==> src/rtl/min_hold_pkg.sv <==
// Shared types and helpers for the minimum-hold output driver.
package min_hold_pkg;

  typedef enum logic {IDLE, HOLD} hold_state_t;

  // Number of clock cycles an output level must be held. Never less than one.
  function automatic int calc_hold_cycles(input int clock_period_ns, input int hold_period_ns);
    int cycles;
    cycles = hold_period_ns / clock_period_ns;
    return (cycles < 1) ? 1 : cycles;
  endfunction

endpackage

==> src/rtl/min_hold_channel.sv <==
// One output channel: forwards a level change on the next edge, then freezes
// the output for HoldCycles cycles. During the window only the request seen at
// the expiry edge matters; absorbed requests are flagged on Dropped.
module min_hold_channel
  import min_hold_pkg::*;
#(
  parameter int   HoldCycles = 5,
  parameter int   CountWidth = 3,
  parameter logic ResetLevel = 1'b1
) (
  input  logic Clock,
  input  logic nReset,
  input  logic I,
  output logic O,
  output logic Busy,
  output logic Dropped
);

  localparam logic [CountWidth-1:0] ReloadValue = CountWidth'(HoldCycles - 1);

  hold_state_t           state_q, state_d;
  logic [CountWidth-1:0] count_q, count_d;
  logic                  seen_q, seen_d;
  logic                  o_q, o_d;
  logic                  busy_q, busy_d;
  logic                  dropped_q, dropped_d;

  // State register: asynchronous reset aborts any window in progress.
  always_ff @(posedge Clock or negedge nReset) begin
    if (!nReset) begin
      state_q   <= IDLE;
      count_q   <= '0;
      seen_q    <= 1'b0;
      o_q       <= ResetLevel;
      busy_q    <= 1'b0;
      dropped_q <= 1'b0;
    end else begin
      state_q   <= state_d;
      count_q   <= count_d;
      seen_q    <= seen_d;
      o_q       <= o_d;
      busy_q    <= busy_d;
      dropped_q <= dropped_d;
    end
  end

  // Next-state logic: start, extend, or close the hold window.
  always_comb begin
    state_d   = state_q;
    count_d   = count_q;
    seen_d    = seen_q;
    o_d       = o_q;
    dropped_d = 1'b0;
    case (state_q)
      IDLE: begin
        if (I != o_q) begin
          o_d     = I;
          count_d = ReloadValue;
          seen_d  = 1'b0;
          state_d = HOLD;
        end
      end
      HOLD: begin
        if (count_q != '0) begin
          // Output frozen; remember that someone asked for a change.
          count_d = count_q - 1'b1;
          if (I != o_q) begin
            seen_d = 1'b1;
          end
        end else if (I != o_q) begin
          // Expiry with a pending level: apply it and hold it in turn.
          o_d     = I;
          count_d = ReloadValue;
          seen_d  = 1'b0;
        end else begin
          // Expiry with no pending level: report any absorbed request.
          dropped_d = seen_q;
          seen_d    = 1'b0;
          state_d   = IDLE;
        end
      end
      default: begin
        state_d = IDLE;
      end
    endcase
    busy_d = (state_d == HOLD);
  end

  // Outputs come straight from flops.
  always_comb begin
    O       = o_q;
    Busy    = busy_q;
    Dropped = dropped_q;
  end

endmodule

==> src/rtl/min_hold_driver.sv <==
// Multi-channel minimum-hold driver for slow external loads. Channels are
// fully independent copies of min_hold_channel.
module min_hold_driver
  import min_hold_pkg::*;
#(
  parameter int               Size           = 3,
  parameter int               ClockPeriod_ns = 20,
  parameter int               HoldPeriod_ns  = 500_000,
  parameter logic [Size-1:0]  ResetValue     = '1
) (
  input  logic            Clock,
  input  logic            nReset,
  input  logic [Size-1:0] I,
  output logic [Size-1:0] O,
  output logic [Size-1:0] Busy,
  output logic [Size-1:0] Dropped
);

  localparam int HoldCycles = calc_hold_cycles(ClockPeriod_ns, HoldPeriod_ns);
  localparam int CountWidth = $clog2(HoldCycles + 1);

  // One independent hold channel per output bit.
  for (genvar gi = 0; gi < Size; gi++) begin : g_chan
    min_hold_channel #(
      .HoldCycles (HoldCycles),
      .CountWidth (CountWidth),
      .ResetLevel (ResetValue[gi])
    ) u_chan (
      .Clock   (Clock),
      .nReset  (nReset),
      .I       (I[gi]),
      .O       (O[gi]),
      .Busy    (Busy[gi]),
      .Dropped (Dropped[gi])
    );
  end

endmodule
==> config.mk <==
export PLATFORM = sky130hd
export DESIGN_NAME = min_hold_driver
export DESIGN_NICKNAME = d
export VERILOG_FILES = /design/src/rtl/min_hold_pkg.sv /design/src/rtl/min_hold_channel.sv /design/src/rtl/min_hold_driver.sv
export SDC_FILE = /design/constraint.sdc
export NUM_CORES = 1
export LEC_CHECK = 0
export CAP_MARGIN = 20
export CORE_UTILIZATION = 55
export CTS_BUF_LIST = sky130_fd_sc_hd__clkbuf_16
export DETAILED_ROUTE_END_ITERATION = 8
export PLACE_DENSITY = 0.78
export SLEW_MARGIN = 20
export SYNTH_ARGS = -nofsm -noshare
export SYNTH_HDL_FRONTEND = slang
export SYNTH_SLANG_ARGS = --single-unit
export TNS_END_PERCENT = 30
==> constraint.sdc <==
create_clock -name Clock -period 5.2 [get_ports Clock]
set_input_delay 0.52 -clock Clock [delete_from_list [all_inputs] [get_ports Clock]]
set_output_delay 0.52 -clock Clock [all_outputs]
set_load 0.02 [all_outputs]
==> results.toml, run 1 <==
[clocking]
numCtsBuffers = 9
clock_latency_ns = 0.32
cts_tree = "done"
htreeDepth = 3
cts_sinks = 57
cts_hold_buf = 0
cts_root_buffer = "clkbuf_16"
path_clk_slew_ns = 0.05
ctsLongestPathBuffers = 2
postCtsSetupRepairBufs = 0
ctsResizeCount = 0

[floorplanning]
fp.coreArea_mm2 = 0.005270
die_area_mm2 = 0.005930
fp.dieW_um = 77.01
die_h_um = 77.01
start_util = 0.5871
io_pins = 14
rows = 26

[cells_and_area]
final_cell_count_no_fill = 419
num_antenna_cells = 0
synthToLayoutAreaGrowth_pct = 13.22
nets = 355
postLayoutCellArea_mm2 = 0.003503
post-route-util = 0.6648
drive_gt1_frac = 0.08023

[synthesis]
yosysSeqAreaShare = 0.4622
synth_ff_type = "dfrtp_1"
synth_edf_count = 0
yosysTopAreaCellShare = 0.4367
synthTopCellsByArea = "dfrtp_1 44%, o21ai_0 5.2%, nand2_1 4.0%"
synth_cell_types = 54
syn-num-nets = 348
yosysTopAreaCell = "dfrtp_1"
yosys_warnings = 0
synthCells = 337
syn_area_mm2 = 0.003094
async_reset_ff_frac = 1.000
avgSynthCellArea_um2 = 9.182
synth-seq-cells = 57

[job]
cap_violations = 0

[worst_setup_path]
cp-end-kind = "register"
cp_data_required_time_ns = 5.38
cpMostUsedCell = "inv_1"
critPathBufInv = 2
start_kind = "register"
path_max_fanout = 12
critical_path_class = "register to register"
cpPeakStageDelay_ns = 0.77
cp_slowest_cell = "o41ai_2"
critical_path_arrival_ns = 3.15
path_cells = "inv_1, ha_1, or4b_2, o41ai_2, and2_1, inv_1, a21oi_1, a31oi_1"
cp_top_family = "simple AND/OR/NAND/NOR gates"

[power_and_ir_drop]
power_mw = 1.517
p_leak_nw = 1.552
powerDensity_mw_per_mm2 = 433.1
vdd_ir_drop_max_mv = 0.2159

[grt]
grt_pass1_wl_um = 10810
use_met2 = 0.3580
grt_usage = 0.2273
grt_pass1_vias = 2383
antenna_found_initial = 0
grt_max_degree = 58
top_usage_layer = "met2"
grt_remaining_overflow = 0
grt.met3_usage = 0.05000
met1_usage = 0.3126

[placement]
dp_cells = 403
placement.setup.worst_slack_ns = 2.256
portBuffers = 13
hpwl_um = 3875
placed_area_mm2 = 0.003199
place.gp.congestion = 0.8707

[detailed_routing]
vias_per_cell = 5.914
wl_um = 6027
wl_per_cell_um = 14.38
drt-initial-drc-count = 186
postRouteAntennaNets = 0
via_count = 2478
dr.pass1.iters = 4
drc_errors = 0

[timing]
slew_headroom = 0.3831
fin_setup_tns_ns = 0
timing.hold.ws_ns = 0.3288
finalSetupViolCount = 0
rsz0062_at_grt = "no"
fin_skew_ns = 0.008945
final_hold_viol_count = 0
drv_slew = 0
finalCritPeriodShare = 0.5708
period_needed_ns = 2.968
max_freq_mhz = 336.9
worst_pin_slew_ns = 0.9154
setup_slack_ns = 2.232

[min_path]
worstHoldPathType = "primary input to asynchronous set/reset pin"

[outcome]
outcome = "completed"
worst reg2reg max path: stages (launching register included):
cell     delay, ns
dfrtp_1       0.40
inv_1         0.12
ha_1          0.16
or4b_2        0.68
o41ai_2       0.77
and2_1        0.33
inv_1         0.16
a21oi_1       0.17
a31oi_1       0.05
area by class of cell:
type	count	area (um2)
repair buffers	14	132.6
well taps	70	87.58
clock inverters	7	78.83
multi-input cells	249	1500
fillers	438	1767
clock buffers	9	225.2
inverters	13	48.80
flip-flops and latches	57	1430
registers in the layout, indices dropped and copies added, names as in the netlist:
register	cells
g_chan.u_chan.state_q	3
g_chan.u_chan.seen_q	3
g_chan.u_chan.count_q	45
g_chan.u_chan.Dropped	3
g_chan.u_chan.O	3
synth_stat cells, types with 4 or more instances:
cell and instances:
dfrtp_1 54, nand2_1 33, nor2_1 32, o21ai_0 32
a21oi_1 22, nor3_1 19, inv_1 13, nor4_1 13
buf_4 9, nand3_1 9, and3_1 7, or4_1 7
ha_1 6, a31oi_1 5, buf_2 5, nand2b_1 5
or3_1 5, a21o_1 4, mux2i_1 4, xor2_1 4
routing by layer:
metal	up-vias	share of wire
met2	52	0.47
met1	1172	0.48
met5	-	0
li1	1246	-
met3	8	0.038
met4	0	0.0091
cells by family after synthesis:
family | synth area share
multiplexers | 0.01658
XOR/XNOR | 0.01981
buffers and inverters | 0.05297
AND/OR/NAND/NOR | 0.2450
AO/OA/AOI/OAI | 0.1791
flip-flops | 0.4622
adder cells (fa/ha/maj) | 0.02426
power breakdown:
group	leakage [nW]	switching [mW]	internal [mW]
Sequential	0.664	0.110	0.543
Clock	0.158	0.187	0.409
Combinational	0.730	0.149	0.119
cells in the final DEF, fill, tap and decap left out, types with 5 or more instances in the layout:
cell             instances
o21ai_0                 32
a21oi_1                 22
nand3_1                  9
nor4_1                  13
clkdlybuf4s50_1         12
nand2_1                 33
or3_1                    5
nand2b_1                 5
dfrtp_1                 54
clkbuf_16                9
and3_1                   7
ha_1                     6
nor3_1                  19
inv_1                   16
or4_1                    7
a31oi_1                  5
nor2_1                  32
path summary, 6_finish.rpt:
kind / start / endpoint / slack, ns / cells after the start
max: g_chan[1].u_chan.count_q[0] / g_chan[1].u_chan.count_q[2] / 2.23 / 8
min: nReset / g_chan[0].u_chan.count_q[5] / 0.33 / 2
max reg2reg: g_chan[1].u_chan.count_q[0] / g_chan[1].u_chan.count_q[2] / 2.23 / 8
min reg2reg: g_chan[1].u_chan.count_q[14] / g_chan[1].u_chan.count_q[14] / 0.47 / 1
max in group asynchronous: nReset / g_chan[0].u_chan.count_q[10] / 4.38 / 2
min in group Clock: g_chan[1].u_chan.count_q[14] / g_chan[1].u_chan.count_q[14] / 0.47 / 1
(Power assumes the default switching activity.)
==> run 2, diff against run 1 <==
- CORE_UTILIZATION: 55 -> 54
- PLACE_DENSITY: 0.78 -> 0.79
- clock period: 5.2 -> 2.6 ns (I/O delays scaled with it)
==> results.toml, run 2 (synthesis results as in run 1) <==
[worst_setup_path]
critical_path_class = "register to register"
r2r_end = "g_chan[1].u_chan.count_q[3]"
critical_path_arrival_ns = 2.61
cp-end-kind = "register"
cpPeakStageDelay_ns = 0.67
cpMostUsedCell = "nand2_1"
cp_data_required_time_ns = 2.81
reg2regPathDepth = 7
worstReg2RegStart = "g_chan[1].u_chan.count_q[0]"
cp_num_cells = 7
cp_slowest_cell = "or4b_2"
cp_top_family = "simple AND/OR/NAND/NOR gates"
critPathBufInv = 1
worst-r2r-setup-slack_ns = 0.20
start_kind = "register"
path_max_fanout = 13
path_cells = "inv_1, ha_1, or4b_2, o41a_1, nand2_1, nand2_1, a21o_1"

[clocking]
clock_latency_ns = 0.32
cts_tree = "done"
numCtsBuffers = 9
ctsLongestPathBuffers = 2
postCtsSetupRepairBufs = 0
cts_sinks = 57
path_clk_slew_ns = 0.05
htreeDepth = 3
cts_root_buffer = "clkbuf_16"

[cells_and_area]
mostFrequentLayoutCell = "dfrtp_1"
synthToLayoutAreaGrowth_pct = 14.56
drive_gt1_frac = 0.1114
regArea_mm2 = 0.001430
regMostFlops = "g_chan.u_chan.count_q"
num_antenna_cells = 0
multi_input_area_mm2 = 0.001500
nets = 365
layout_common_cells = "54 x dfrtp_1, 33 x nand2_1, 32 x o21ai_0, 32 x nor2_1, 22 x a21oi_1"
postLayoutCellArea_mm2 = 0.003545
nFillCells = 447
largest_register_ffs = 45

[floorplanning]
die_area_mm2 = 0.006037
fp.dieW_um = 77.70
rows = 27
fp.coreArea_mm2 = 0.005507
start_util = 0.5619
io_pins = 14
die_h_um = 77.70

[timing]
period_needed_ns = 2.404
finalCritPeriodShare = 0.9248
finalSetupViolCount = 0
setup_slack_ns = 0.1956
final_hold_viol_count = 0
worst_pin_slew_ns = 0.6103
fin_setup_tns_ns = 0
rsz0062_at_grt = "no"
drv_slew = 0
max_freq_mhz = 415.9
timing.hold.ws_ns = 0.4747
fin_skew_ns = 0.007247
slew_headroom = 0.5900

[grt]
grt_usage = 0.2390
grt_max_degree = 48
grt_pass1_vias = 2560
grt_remaining_overflow = 0
antenna_found_initial = 0
grt_pass1_wl_um = 11310

[detailed_routing]
via_count = 2631
postRouteAntennaNets = 0
wl_per_cell_um = 14.84
vias_per_cell = 6.104
dr.pass1.iters = 5
drc_errors = 0
wl_um = 6395
drt-initial-drc-count = 213

[job]
cap_violations = 0

[placement]
hpwl_um = 4300
placed_area_mm2 = 0.003269
portBuffers = 13
placement.setup.worst_slack_ns = 0.2262
place.gp.congestion = 0.8417

[min_path]
min_path_cells = 2
min_to = "g_chan[1].u_chan.O"
worstHoldPathType = "register to register"
holdCritStartpoint = "g_chan[1].u_chan.O"

[power_and_ir_drop]
powerDensity_mw_per_mm2 = 816.5
p_leak_nw = 1.573
vdd_ir_drop_max_mv = 0.3902

[outcome]
outcome = "completed"
run 2: cell count changes in the layout (fill, tap and decap cells not counted):
cell / delta
buf_2: -1
clkinvlp_4: +2
bufinv_16: -2
inv_1: -3
dlygate4sd3_1: +1
buf_4: +10
clkinv_2: +3
run 2: timing repair:
action,CTS,global route
resized for setup,0,0
endpoints found under the hold margin,0,7
hold buffers,0,1
run 2: area by class of cell:
cell class,instances,area share
clock inverter,7,0.01059
multi-input combinational,249,0.4232
clock buffer,9,0.06354
tap,72,0.02541
sequential,57,0.4035
timing repair buffer,24,0.06001
inverter,13,0.01377
run 2: worst max-delay path by stage:
stage,start,endpoint,slack (ns)
6_report,g_chan[1].u_chan.count_q[0],g_chan[1].u_chan.count_q[3],0.20
5_1_grt,g_chan[1].u_chan.count_q[0],g_chan[1].u_chan.count_q[8],0.03
4_1_cts,g_chan[1].u_chan.count_q[0],g_chan[1].u_chan.count_q[8],0.21
3_5_place_dp,g_chan[1].u_chan.count_q[0],g_chan[1].u_chan.count_q[12],0.23
3_3_place_gp,g_chan[1].u_chan.count_q[0],g_chan[1].u_chan.count_q[12],0.29
2_1_floorplan,g_chan[1].u_chan.count_q[0],g_chan[1].u_chan.count_q[12],0.38
run 2: power by group:
group	leakage (nW)	internal, mW	total [mW]	switching [mW]
sequential	0.664	1.08	1.30	0.219
clock	0.126	0.630	1.03	0.400
combinational	0.783	0.253	0.560	0.307
total	1.57	1.97	2.89	0.926
run 2: metrics by stage:
stage / power [mW] / utilization / instances
floorplan: 1.683 / - / 337
global placement: 1.822 / 0.5937 / 414
detailed placement: 1.862 / 0.5937 / 414
CTS: 2.908 / 0.6414 / 430
global route: 3.058 / 0.6437 / 431
finish: 2.894 / 0.6437 / 431
run 2: layer usage:
layer	global-route usage	wire length (um)	part of all wire
met5	0	0	0
met4	0.1189	152	0.024
met3	0.05412	299	0.047
met2	0.3956	3076	0.48
met1	0.2929	2866	0.45
run 2: worst min-delay path, cell delays in order (launching register included):
cell     delay, ns
dfstp_2       0.38
nand2_1       0.05
nand2_1       0.04
==> run 3, diff against run 2 <==
- CORE_UTILIZATION: 54 -> 47
- PLACE_DENSITY: 0.79 -> 0.71
==> results.toml, run 3 (synthesis results as in run 1) <==
[clocking]
postCtsSetupRepairBufs = 0
ctsResizeCount = 0
htreeDepth = 3
cts_sinks = 57
numCtsBuffers = 9
ctsLongestPathBuffers = 2
cts_root_buffer = "clkbuf_16"
cts_hold_buf = 0
cts_tree = "done"
path_clk_slew_ns = 0.05
clock_latency_ns = 0.32

[cells_and_area]
multi_input_area_mm2 = 0.001500
final_cell_count_no_fill = 436
drive_gt1_frac = 0.1086
regMostFlops = "g_chan.u_chan.count_q"
num_antenna_cells = 0
synthToLayoutAreaGrowth_pct = 15.97
nets = 365
nFillCells = 563
mostFrequentLayoutCell = "dfrtp_1"
layout_common_cells = "54 x dfrtp_1, 33 x nand2_1, 32 x o21ai_0, 32 x nor2_1, 22 x a21oi_1"
largest_register_ffs = 45
postLayoutCellArea_mm2 = 0.003588
regArea_mm2 = 0.001430
post-route-util = 0.5651

[outcome]
violations = "hold timing"
outcome = "finished, violations left"

[worst_setup_path]
cp-end-kind = "register"
r2r_end = "g_chan[1].u_chan.count_q[8]"
cpMostUsedCell = "inv_1"
worstReg2RegStart = "g_chan[1].u_chan.count_q[0]"
path_max_fanout = 7
critical_path_class = "register to register"
critical_path_arrival_ns = 2.64
critPathBufInv = 2
critPathLaunch = "g_chan[1].u_chan.count_q[0]"
cpPeakStageDelay_ns = 0.70
start_kind = "register"
cp_num_cells = 8
cp_top_family = "simple AND/OR/NAND/NOR gates"
worst-r2r-setup-slack_ns = 0.13
cp_slowest_cell = "or4b_2"
reg2regPathDepth = 8
path_cells = "inv_1, ha_1, or4b_2, o41ai_2, and2_1, inv_1, a21oi_1, a31oi_1"
timing.critical_path.to = "g_chan[1].u_chan.count_q[8]"
cp_data_required_time_ns = 2.77

[power_and_ir_drop]
powerDensity_mw_per_mm2 = 854.3
vdd_ir_drop_max_mv = 0.5601
power_mw = 3.066
p_leak_nw = 1.607

[placement]
placement.setup.worst_slack_ns = 0.1476
dp_cells = 420
place.gp.congestion = 0.9219
placed_area_mm2 = 0.003283
portBuffers = 13
hpwl_um = 4304

[floorplanning]
fp.dieW_um = 83.14
die_h_um = 83.14
start_util = 0.4873
io_pins = 14
die_area_mm2 = 0.006912
fp.coreArea_mm2 = 0.006350
rows = 29

[min_path]
worstHoldPathType = "primary input to asynchronous set/reset pin"

[detailed_routing]
drt-initial-drc-count = 134
wl_um = 6532
drc_errors = 0
dr_wl_met3_um = 306
met1Wirelength_um = 2956
via_count = 2566
routed.top_layer = "met4"
wl_per_cell_um = 14.98
postRouteAntennaNets = 0
dr.pass1.iters = 4
vias_per_cell = 5.885
wl_met2_um = 3198

[grt]
grt_pass1_wl_um = 11660
grt_remaining_overflow = 0
antenna_found_initial = 0
grt_max_degree = 33
grt_usage = 0.2078
grt_pass1_vias = 2542

[timing]
setup_slack_ns = 0.1349
max_freq_mhz = 405.7
period_needed_ns = 2.465
slew_headroom = 0.5137
final_hold_viol_count = 4
rsz0062_at_grt = "no"
timing.hold.ws_ns = -0.003405
finalSetupViolCount = 0
finalCritPeriodShare = 0.9481
worst_pin_slew_ns = 0.7294
drv_slew = 0
fin_skew_ns = 0.009426
fin_setup_tns_ns = 0

[job]
cap_violations = 0
==> run 3: changes by cell type in the layout (fill, tap and decap cells not counted), sizes merged <==
cell	before	now
buf	11	12
bufinv	0	2
inv	13	16
dlygate4sd3	1	0
clkinv	5	2
clkinvlp	2	0
==> run 3: layout make-up <==
cell class / count / share of cell area
multi-input combinational: 249 / 0.4181
clock inverter: 7 / 0.02232
clock buffer: 9 / 0.06276
sequential: 57 / 0.3985
tap: 77 / 0.02685
inverter: 13 / 0.01360
timing repair buffer: 24 / 0.05788
==> run 3: worst reg2reg max path, delay by kind of cell (launching register included) <==
kind            cells  cell delay (ns)
buf+inv             2             0.28
fa+ha+maj           1             0.19
simple gates        2             0.97
compound gates      3             0.48
flops               1             0.40
==> run 3: how the worst min path moves through the flow <==
stage,startpoint,endpoint,slack [ns],cells past startpoint
floorplan,nReset,g_chan[0].u_chan.Dropped,-0.04,0
global placement,nReset,g_chan[0].u_chan.count_q[9],0.36,1
detailed placement,nReset,g_chan[0].u_chan.count_q[5],0.36,1
CTS,nReset,g_chan[0].u_chan.count_q[6],0.02,1
global route,nReset,g_chan[0].u_chan.count_q[5],0.06,1
finish,nReset,g_chan[0].u_chan.count_q[5],-0.003,1
==> run 3: where the power goes <==
part           switching [mW]  internal, mW
logic                   0.312         0.247
clock network           0.388         0.821
registers               0.212          1.09
==> run 3: per-layer routing <==
layer,vias to the layer above,track usage
li1,1253,-
met1,1233,0.2598
met2,68,0.3525
met3,12,0.05865
met4,0,0.05643
met5,-,0
